[src/rtl/mmio_uart_tx_if.sv]
// rtl/mmio_uart_tx_if.sv - data-memory bus bundle between the core and the MMIO UART transmitter
//
// Purpose: groups the load/store signals the core presents to memory-mapped
// peripherals, together with the peripheral's read-back path.
// Signals:
//   address    32  ALU-computed data address (master -> slave)
//   write_data 32  store data (master -> slave)
//   MemWrite    1  store strobe (master -> slave)
//   MemRead     1  load strobe (master -> slave)
//   read_data  32  peripheral read data, 0 when not addressed (slave -> master)
//   hit         1  peripheral claims the current access (slave -> master)
interface mmio_uart_tx_if;
  logic [31:0] address;
  logic [31:0] write_data;
  logic        MemWrite;
  logic        MemRead;
  logic [31:0] read_data;
  logic        hit;

  modport master (
    output address, write_data, MemWrite, MemRead,
    input  read_data, hit
  );

  modport slave (
    input  address, write_data, MemWrite, MemRead,
    output read_data, hit
  );
endinterface

[src/rtl/mmio_uart_tx.sv]
// rtl/mmio_uart_tx.sv - memory-mapped 8N1 UART transmitter with byte FIFO and status word
//
// Purpose: stores to TX_ADDR push a byte into a FIFO; an FSM serializes the
// bytes LSB first on tx. STATUS_ADDR returns
// {26'b0, parity_present, overflow, full, empty, busy, 1'b0}; a store there
// with bit 0 set clears the sticky overflow flag.
// Optional feature: define UART_TX_PARITY_EN to insert an even-parity bit
// between the data bits and the stop bit (11-bit frames).
// Ports:
//   clock  in   system clock, rising edge
//   reset  in   synchronous, active-high
//   bus    slave modport of mmio_uart_tx_if (address, write_data, MemWrite,
//          MemRead in; read_data, hit out)
//   tx     out  serial line, idle high
//   irq    out  registered: FIFO empty and FSM idle
module mmio_uart_tx #(
  parameter int          CLKS_PER_BIT = 434,
  parameter int          FIFO_DEPTH   = 8,
  parameter logic [31:0] TX_ADDR      = 32'h0000_0080,
  parameter logic [31:0] STATUS_ADDR  = 32'h0000_0084
) (
  input  logic           clock,
  input  logic           reset,
  mmio_uart_tx_if.slave  bus,
  output logic           tx,
  output logic           irq
);

  localparam int BAUD_W = $clog2(CLKS_PER_BIT);
  localparam int PTR_W  = $clog2(FIFO_DEPTH);
  localparam int CNT_W  = PTR_W + 1;
  localparam logic [BAUD_W-1:0] BAUD_MAX = BAUD_W'(CLKS_PER_BIT - 1);
  localparam logic [CNT_W-1:0]  FULL_CNT = CNT_W'(FIFO_DEPTH);
`ifdef UART_TX_PARITY_EN
  localparam logic PARITY_PRESENT = 1'b1;
`else
  localparam logic PARITY_PRESENT = 1'b0;
`endif

  typedef enum logic [2:0] {
    S_IDLE,
    S_START,
    S_DATA,
`ifdef UART_TX_PARITY_EN
    S_PARITY,
`endif
    S_STOP
  } state_t;

  state_t            r_state;
  state_t            w_next;
  logic [7:0]        r_mem [FIFO_DEPTH];
  logic [PTR_W-1:0]  r_wr_ptr;
  logic [PTR_W-1:0]  r_rd_ptr;
  logic [CNT_W-1:0]  r_count;
  logic              r_overflow;
  logic [BAUD_W-1:0] r_baud;
  logic [2:0]        r_idx;
  logic [7:0]        r_shift;
`ifdef UART_TX_PARITY_EN
  logic              r_parity;
`endif

  logic w_addr_tx;
  logic w_addr_st;
  logic w_push;
  logic w_ctrl_clr;
  logic w_empty;
  logic w_full;
  logic w_busy;
  logic w_pop;
  logic w_push_ok;
  logic w_ovf_set;
  logic w_bit_done;
  logic [7:0] w_head;

  assign w_addr_tx  = (bus.address == TX_ADDR);
  assign w_addr_st  = (bus.address == STATUS_ADDR);
  assign w_push     = bus.MemWrite & w_addr_tx;
  assign w_ctrl_clr = bus.MemWrite & w_addr_st & bus.write_data[0];
  assign w_empty    = (r_count == '0);
  assign w_full     = (r_count == FULL_CNT);
  assign w_busy     = (r_state != S_IDLE);
  assign w_head     = r_mem[r_rd_ptr];
  assign w_bit_done = (r_baud == BAUD_MAX);

  // The FSM pops only from IDLE, so a byte stored while idle leaves on the next edge.
  assign w_pop      = (r_state == S_IDLE) & ~w_empty;
  // A pop on the same edge frees the slot, so a push into a full FIFO still lands.
  assign w_push_ok  = w_push & (~w_full | w_pop);
  assign w_ovf_set  = w_push & w_full & ~w_pop;

  assign bus.hit = (bus.MemRead | bus.MemWrite) & (w_addr_tx | w_addr_st);

  always_comb begin
    bus.read_data = '0;
    if (bus.MemRead && w_addr_st) begin
      bus.read_data = {26'b0, PARITY_PRESENT, r_overflow, w_full, w_empty, w_busy, 1'b0};
    end
  end

  // FIFO storage is not reset; the pointers and count define what is valid.
  always_ff @(posedge clock) begin
    if (w_push_ok) begin
      r_mem[r_wr_ptr] <= bus.write_data[7:0];
    end
  end

  always_ff @(posedge clock) begin
    if (reset) begin
      r_wr_ptr   <= '0;
      r_rd_ptr   <= '0;
      r_count    <= '0;
      r_overflow <= 1'b0;
    end else begin
      if (w_push_ok) begin
        r_wr_ptr <= r_wr_ptr + PTR_W'(1);
      end
      if (w_pop) begin
        r_rd_ptr <= r_rd_ptr + PTR_W'(1);
      end
      unique case ({w_push_ok, w_pop})
        2'b10:   r_count <= r_count + CNT_W'(1);
        2'b01:   r_count <= r_count - CNT_W'(1);
        default: r_count <= r_count;
      endcase
      // A new overflow on the same edge as a clear takes priority.
      if (w_ovf_set) begin
        r_overflow <= 1'b1;
      end else if (w_ctrl_clr) begin
        r_overflow <= 1'b0;
      end
    end
  end

  always_ff @(posedge clock) begin
    if (reset) begin
      r_state <= S_IDLE;
    end else begin
      r_state <= w_next;
    end
  end

  always_comb begin
    w_next = r_state;
    unique case (r_state)
      S_IDLE:  if (!w_empty) w_next = S_START;
      S_START: if (w_bit_done) w_next = S_DATA;
      S_DATA: begin
        if (w_bit_done && r_idx == 3'd7) begin
`ifdef UART_TX_PARITY_EN
          w_next = S_PARITY;
`else
          w_next = S_STOP;
`endif
        end
      end
`ifdef UART_TX_PARITY_EN
      S_PARITY: if (w_bit_done) w_next = S_STOP;
`endif
      S_STOP:  if (w_bit_done) w_next = S_IDLE;
      default: w_next = S_IDLE;
    endcase
  end

  // Baud counter, bit index and shift register. The index wraps 7 -> 0 on
  // leaving DATA, so it is already 0 for the next frame.
  always_ff @(posedge clock) begin
    if (reset) begin
      r_baud  <= '0;
      r_idx   <= '0;
      r_shift <= '0;
`ifdef UART_TX_PARITY_EN
      r_parity <= 1'b0;
`endif
    end else if (w_pop) begin
      r_baud  <= '0;
      r_idx   <= '0;
      r_shift <= w_head;
`ifdef UART_TX_PARITY_EN
      r_parity <= ^w_head;
`endif
    end else if (r_state != S_IDLE) begin
      if (w_bit_done) begin
        r_baud <= '0;
        if (r_state == S_DATA) begin
          r_shift <= {1'b0, r_shift[7:1]};
          r_idx   <= r_idx + 3'd1;
        end
      end else begin
        r_baud <= r_baud + BAUD_W'(1);
      end
    end
  end

  always_comb begin
    tx = 1'b1;
    unique case (r_state)
      S_IDLE:   tx = 1'b1;
      S_START:  tx = 1'b0;
      S_DATA:   tx = r_shift[0];
`ifdef UART_TX_PARITY_EN
      S_PARITY: tx = r_parity;
`endif
      S_STOP:   tx = 1'b1;
      default:  tx = 1'b1;
    endcase
  end

  always_ff @(posedge clock) begin
    if (reset) begin
      irq <= 1'b1;
    end else begin
      irq <= w_empty & (r_state == S_IDLE);
    end
  end

endmodule

[src/flat_wrapper.sv]
// flat-port wrapper written by rule: the top's interface ports become plain ports
module mmio_uart_tx_flat 
#(
  parameter int          CLKS_PER_BIT = 434,
  parameter int          FIFO_DEPTH   = 8,
  parameter logic [31:0] TX_ADDR      = 32'h0000_0080,
  parameter logic [31:0] STATUS_ADDR  = 32'h0000_0084
)
  (clock, reset, tx, irq, bus_address, bus_write_data, bus_MemWrite, bus_MemRead, bus_read_data, bus_hit);
  mmio_uart_tx_if bus_i ();
  input  logic clock;
  input  logic reset;
  output logic tx;
  output logic irq;
  input wire logic [$bits(bus_i.address)-1:0] bus_address;
  input wire logic [$bits(bus_i.write_data)-1:0] bus_write_data;
  input wire logic [$bits(bus_i.MemWrite)-1:0] bus_MemWrite;
  input wire logic [$bits(bus_i.MemRead)-1:0] bus_MemRead;
  output wire logic [$bits(bus_i.read_data)-1:0] bus_read_data;
  output wire logic [$bits(bus_i.hit)-1:0] bus_hit;
  assign bus_i.address = bus_address;
  assign bus_i.write_data = bus_write_data;
  assign bus_i.MemWrite = bus_MemWrite;
  assign bus_i.MemRead = bus_MemRead;
  assign bus_read_data = bus_i.read_data;
  assign bus_hit = bus_i.hit;
  mmio_uart_tx #(.CLKS_PER_BIT(CLKS_PER_BIT), .FIFO_DEPTH(FIFO_DEPTH), .TX_ADDR(TX_ADDR), .STATUS_ADDR(STATUS_ADDR)) u_core (.clock(clock), .reset(reset), .bus(bus_i), .tx(tx), .irq(irq));
endmodule
[config.mk]
export PLATFORM = sky130hd
export DESIGN_NAME = mmio_uart_tx_flat
export DESIGN_NICKNAME = d
export VERILOG_FILES = /design/src/rtl/mmio_uart_tx_if.sv /design/src/rtl/mmio_uart_tx.sv /design/src/flat_wrapper.sv
export SDC_FILE = /design/constraint.sdc
export NUM_CORES = 1
export LEC_CHECK = 0
export ABC_AREA = 1
export CAP_MARGIN = 20
export CORE_ASPECT_RATIO = 1.1
export CORE_MARGIN = 2
export CORE_UTILIZATION = 29
export DETAILED_ROUTE_END_ITERATION = 10
export PLACE_DENSITY = 0.56
export SYNTH_ARGS = -nofsm -noshare
export SYNTH_HDL_FRONTEND = slang
export SYNTH_SLANG_ARGS = --single-unit
export TNS_END_PERCENT = 10
[constraint.sdc]
create_clock -name clock -period 3.1 [get_ports clock]
set_clock_uncertainty 0.05 [all_clocks]
set_input_delay 0.62 -clock clock [delete_from_list [all_inputs] [get_ports clock]]
set_output_delay 0.62 -clock clock [all_outputs]
set_load 0.03 [all_outputs]
======== Yosys cells after proc, flatten, opt, wreduce, memory -nomap -nowiden ========
Memory sizes are Yosys's and may differ from the RTL's. A register that Yosys moved wholly into a read port is not among the register bits.
Index checks and enable logic that the tools add are counted.
storage, ports and cells
  output and inout port bits .............. 35
  flip-flop bits (word level) ............. 35
  RAM bits ................................ 64
  word-level logic and storage cells ...... 78
  memories ................................ 1
  input port bits ......................... 68
cells by class
  muxes and demuxes ....................... 19
  reductions and logical operators ........ 14
  eq/ne operators ......................... 14
  add/sub/neg operators ................... 6
  bitwise logic cells ..................... 15
memories
  memory        depth  width  read ports  clocked after memory_dff  wr ports  RTL line            RTL
  u_core.r_mem  8      8      1           1                         1         mmio_uart_tx.sv:52  logic [7:0] r_mem [FIFO_DEPTH];
operator list
  operator                                                            number
  32-bit by 8-bit == test with 1-bit output, second input constant    2
  8-bit 2-to-1 mux                                                    4
  3-bit 2-to-1 mux                                                    6
  3-bit case mux with 4 select lines                                  1
  2-bit nonzero test                                                  5
  3-bit by 1-bit adder with 3-bit output, second input constant       3
  9-bit by 1-bit adder with 9-bit output, second input constant       1
  1-bit bitwise AND                                                   9
  9-bit == test, second input constant                                1
  9-bit 2-to-1 mux                                                    1
  4-bit case mux with 2 select lines                                  1
  3-bit by 2-bit == test with 1-bit output, second input constant     2
  2-bit by 1-bit != test with 1-bit output, second input constant     3
  3-bit AND reduction                                                 2
  5-bit 2-to-1 mux                                                    1
  4-bit by 1-bit adder with 4-bit output, second input constant       1
  4-bit == test, second input constant                                1
  4-bit zero test                                                     1
  1-bit 2-to-1 mux                                                    4
  4-bit AND reduction                                                 1
  4-bit by 1-bit subtractor with 4-bit output, second input constant  1
  3-bit by 1-bit == test with 1-bit output, second input constant     1
  3-bit == test, second input constant                                1
  3-bit zero test                                                     1
  other kinds (9)                                                     14

======== Logic depth before layout (Yosys ltp) ========
  depth in word-level cells ............... 7
  depth in mapped cells ................... 18
  depth with buffers taken out ............ 18

======== Least setup slack after synthesis ========
Ideal clock, no wire load.
  path kind ............................... input port to flip-flop
  from .................................... input bus_address[15]
  to ...................................... memory u_core.r_mem[0][0], enable pin
  stages .................................. 9
  setup time .............................. 0.383 ns
  buffers on the path ..................... 0
  data required time ...................... 2.667 ns
  arrival time ............................ 1.994 ns
  setup slack ............................. 0.673 ns
  path through ............................ nor2_1 nand2_1 nor2_1 nand2_1 nor2_4 nand2_2 nor2_4 nand2_1 nor3_1
on the way
  cells in the longest elaborated chain, start to end .. 5
RTL lines
  element                                    RTL line             RTL
  start, declared                            flat_wrapper.sv:15   input wire logic [$bits(bus_i.address)-1:0] bus_address;
  32-bit by 8-bit == test with 1-bit output  mmio_uart_tx.sv:77   assign w_addr_tx = (bus.address == TX_ADDR);
  1-bit bitwise AND                          mmio_uart_tx.sv:79   assign w_push = bus.MemWrite & w_addr_tx;
  1-bit bitwise AND                          mmio_uart_tx.sv:90   assign w_push_ok = w_push & (~w_full | w_pop);
  1-bit 2-to-1 mux                           mmio_uart_tx.sv:104  if (w_push_ok) begin
  1-bit 2-to-1 mux (not written as such)     mmio_uart_tx.sv:105  r_mem[r_wr_ptr] <= bus.write_data[7:0];
  end, declared                              mmio_uart_tx.sv:52
No other way between the ends.

======== Final worst setup path ========
  from .................................... input bus_address[21]
  to ...................................... output bus_read_data[2]
on the way
  cells in the longest elaborated chain, start to end .. 3
RTL lines
  element                                    RTL line            RTL
  32-bit by 8-bit == test with 1-bit output  mmio_uart_tx.sv:78  assign w_addr_st = (bus.address == STATUS_ADDR);
  1-bit logical AND                          mmio_uart_tx.sv:97  if (bus.MemRead && w_addr_st) begin
  5-bit 2-to-1 mux                           mmio_uart_tx.sv:97
  end, declared                              flat_wrapper.sv:19  output wire logic [$bits(bus_i.read_data)-1:0] bus_read_data;
No other way between the ends.

==> impl_metrics.tcl <==
set metrics [dict create \
    status "completed" \
    slowest_stage "clkdlybuf4s50_1" \
    fillers 1557 \
    start_kind "input pin" \
    numCtsBuffers 9 \
    critPathKind "input pin to output pin" \
    ys_async_sr_fraction_pct 0 \
    setup_violations 0 \
    use_met2_pct 22.3 \
    cts_tree "yes" \
    critPathLaunch "bus_address[21]" \
    critPathMaxFanout 4 \
    worstHoldStart "u_core.r_rd_ptr[2]" \
    cp.arrival_ps 2020 \
    grt_pass1_wl_um 16100 \
    hold_slack_ps 417 \
    final-hold-violation-count 0 \
    layout_min_cycle_time_ps 2690 \
    gp_congestion 0.771 \
    avgSynthCellArea_um2 9.40 \
    hp-class "flip-flop to flip-flop" \
    viasPerCell 4.56 \
    path_clk_slew_ps 70 \
    p_leak_nw 2.07 \
    slew_viol_final 0 \
    grt_pass1_vias 3380 \
    drv_cap 0 \
    n_antenna_cell 0 \
    area.growth.synth_to_final_pct 20.6 \
    cts_resized 0 \
    synth_edf_count 64 \
    cts_root_buffer "clkbuf_16" \
    whs_path_depth 2 \
    use_met1_pct 13.4 \
    slew_headroom_pct 34.8 \
    drc 0 \
    synth_ff_type "edfxtp_1" \
    worstMarginPinSlew_ps 977 \
    numClockSinks 101 \
    fp.dieW_um 125 \
    max_freq_ghz 0.371 \
    yosysWarnings 0 \
    track_usage_pct 12.0 \
    synthCells 500 \
    dpl.hpwl_um 6560 \
    wl_um 9850 \
    synth-seq-cells 101 \
    period_share_pct 86.9 \
    antenna_found_initial 0 \
    dr.pass1.iters 4 \
    met3_usage_pct 2.91 \
    final_common_cell "nor2_1" \
    clk_path_buf_depth 2 \
    synth_cell_types 37 \
    synth_area_um2 4700 \
    reg2reg_depth 15 \
    rsz0062_at_grt "no" \
    crit_chain "clkdlybuf4s50_1 -> nor2_1 -> nand2_1 -> nor2_1 -> nand2_1 -> nor2_1 -> nand2_1 -> nor2_1 -> buf_4" \
    regArea_um2 2660 \
    layout.nets 641 \
    hold_buffers 0 \
    cp.required_ps 2430 \
    drtIter0Drc 148 \
    timing.rr.start "u_core.r_state[0]" \
    layout-drive-gt1-share_pct 8.50 \
    timing.final.ws_setup_ps 407 \
    critical_path_cell_count 9 \
    fp.dieArea_um2 17200 \
    synth_seq_area_share_pct 56.7 \
    power.density_nw_per_um2 713 \
    grt_max_degree 33 \
    core_um2 15800 \
    port_buffers 50 \
    num_vias 3488 \
    most-common-layout-cells "nor2_1 (117), edfxtp_1 (64), nand2_1 (53), o21ai_0 (49), clkdlybuf4s50_1 (45)" \
    cp_num_buf_inv 2 \
    grt-ovfl-total 0 \
    wl_per_cell_um 12.9 \
    slowest_delay_ps 410 \
    boundaryPins 103 \
    timing.setup.tns_ps 0 \
    top_usage_layer "met2" \
    h-tree-depth 3 \
    dp_slack_ps 28.6 \
    clkLatencyLatePin_ps 350 \
    cpLargestDelayFamily "simple AND/OR/NAND/NOR gates" \
    rows 48 \
    path_common_cell "nor2_1" \
    start_util_pct 29.7 \
    die_height_um 137 \
    peakVddDrop_mv 0.338 \
    cts_setup_buffers 0 \
    ant_nets 0 \
    multi_input_comb_area_um2 1730 \
    cp-end-kind "output pin" \
]
==> path summary, 6_finish.rpt <==
| kind | endpoint | slack, ps |
|---|---|---|
| worst min register to register | flip-flop | 420 |
| worst max register to register | u_core.r_count[3] | 490 |
| worst min-delay path | flip-flop | 420 |
| worst max-delay path | bus_read_data[2] | 410 |
==> registers in the layout (all words and copies together), names as in the netlist, 2 cells and up, named ones only <==
name             flops
u_core.r_count       4
u_core.r_idx         3
u_core.r_mem        64
u_core.r_shift       8
u_core.r_state       2
u_core.r_rd_ptr      3
u_core.r_wr_ptr      3
u_core.r_baud        9
==> cell usage after synthesis (3+ instances only) <==
cell type  instances  area share (%)
clkbuf_1           7            0.56
o21ai_0           49             5.2
nand2_1           53             4.2
nand4_1            6            0.80
nand2_2            6            0.80
buf_4             28             4.5
nor3_1            12             1.3
nand3_1           15             1.6
o21a_1             3            0.48
ha_1              12             3.2
xor2_1             3            0.56
nor2_1           117             9.3
o211ai_1          16             2.6
edfxtp_1          64              41
a21oi_1           12             1.3
inv_1             30             2.4
buf_2              5            0.53
dfxtp_1           37              16
==> cell type report <==
class	instances	share of cell area (%)
Inverter	34	2.25
Tap cell	200	4.42
Sequential cell	101	47.0
Timing Repair Buffer	64	10.5
Multi-Input combinational cell	350	30.6
Clock buffer	10	4.04
Clock inverter	6	1.26
==> through the flow <==
stage	util [%]	power [mW]	std cells	instance area [um^2]
floorplan	-	2.62	527	4800
global placement	34.0	2.90	749	5370
detailed placement	34.0	2.94	749	5370
CTS	35.9	4.08	765	5670
global route	35.9	4.33	765	5670
finish	35.9	4.04	765	5670
==> cell families after synthesis <==
family,after synthesis,synth area share (%)
flops,101,56.7
fa+ha+maj,13,3.62
compound gates,85,10.3
other cells,1,0.0798
simple gates,221,20.2
xor+xnor,3,0.559
buf+inv,76,8.60
==> power breakdown <==
group          internal, mW  leakage, nW  total [mW]  switching [mW]
clock                 0.633        0.140        1.14           0.507
sequential             1.53        0.878        1.60          0.0703
combinational         0.444         1.05        1.30           0.855
total                  2.61         2.07        4.04            1.43
==> per-layer routing <==
layer  up-vias  share of wire, %
met4         0               1.4
li1       1755                 -
met5         -                 0
met3        13               5.4
met1      1632                42
met2        88                52
==> tightest hold or removal path, cell delays in order (launching register included) <==
cell     delay [ps]
dfxtp_1         310
inv_1            50
a21oi_1          60
Note: power is estimated with default switching activity, not from simulation.
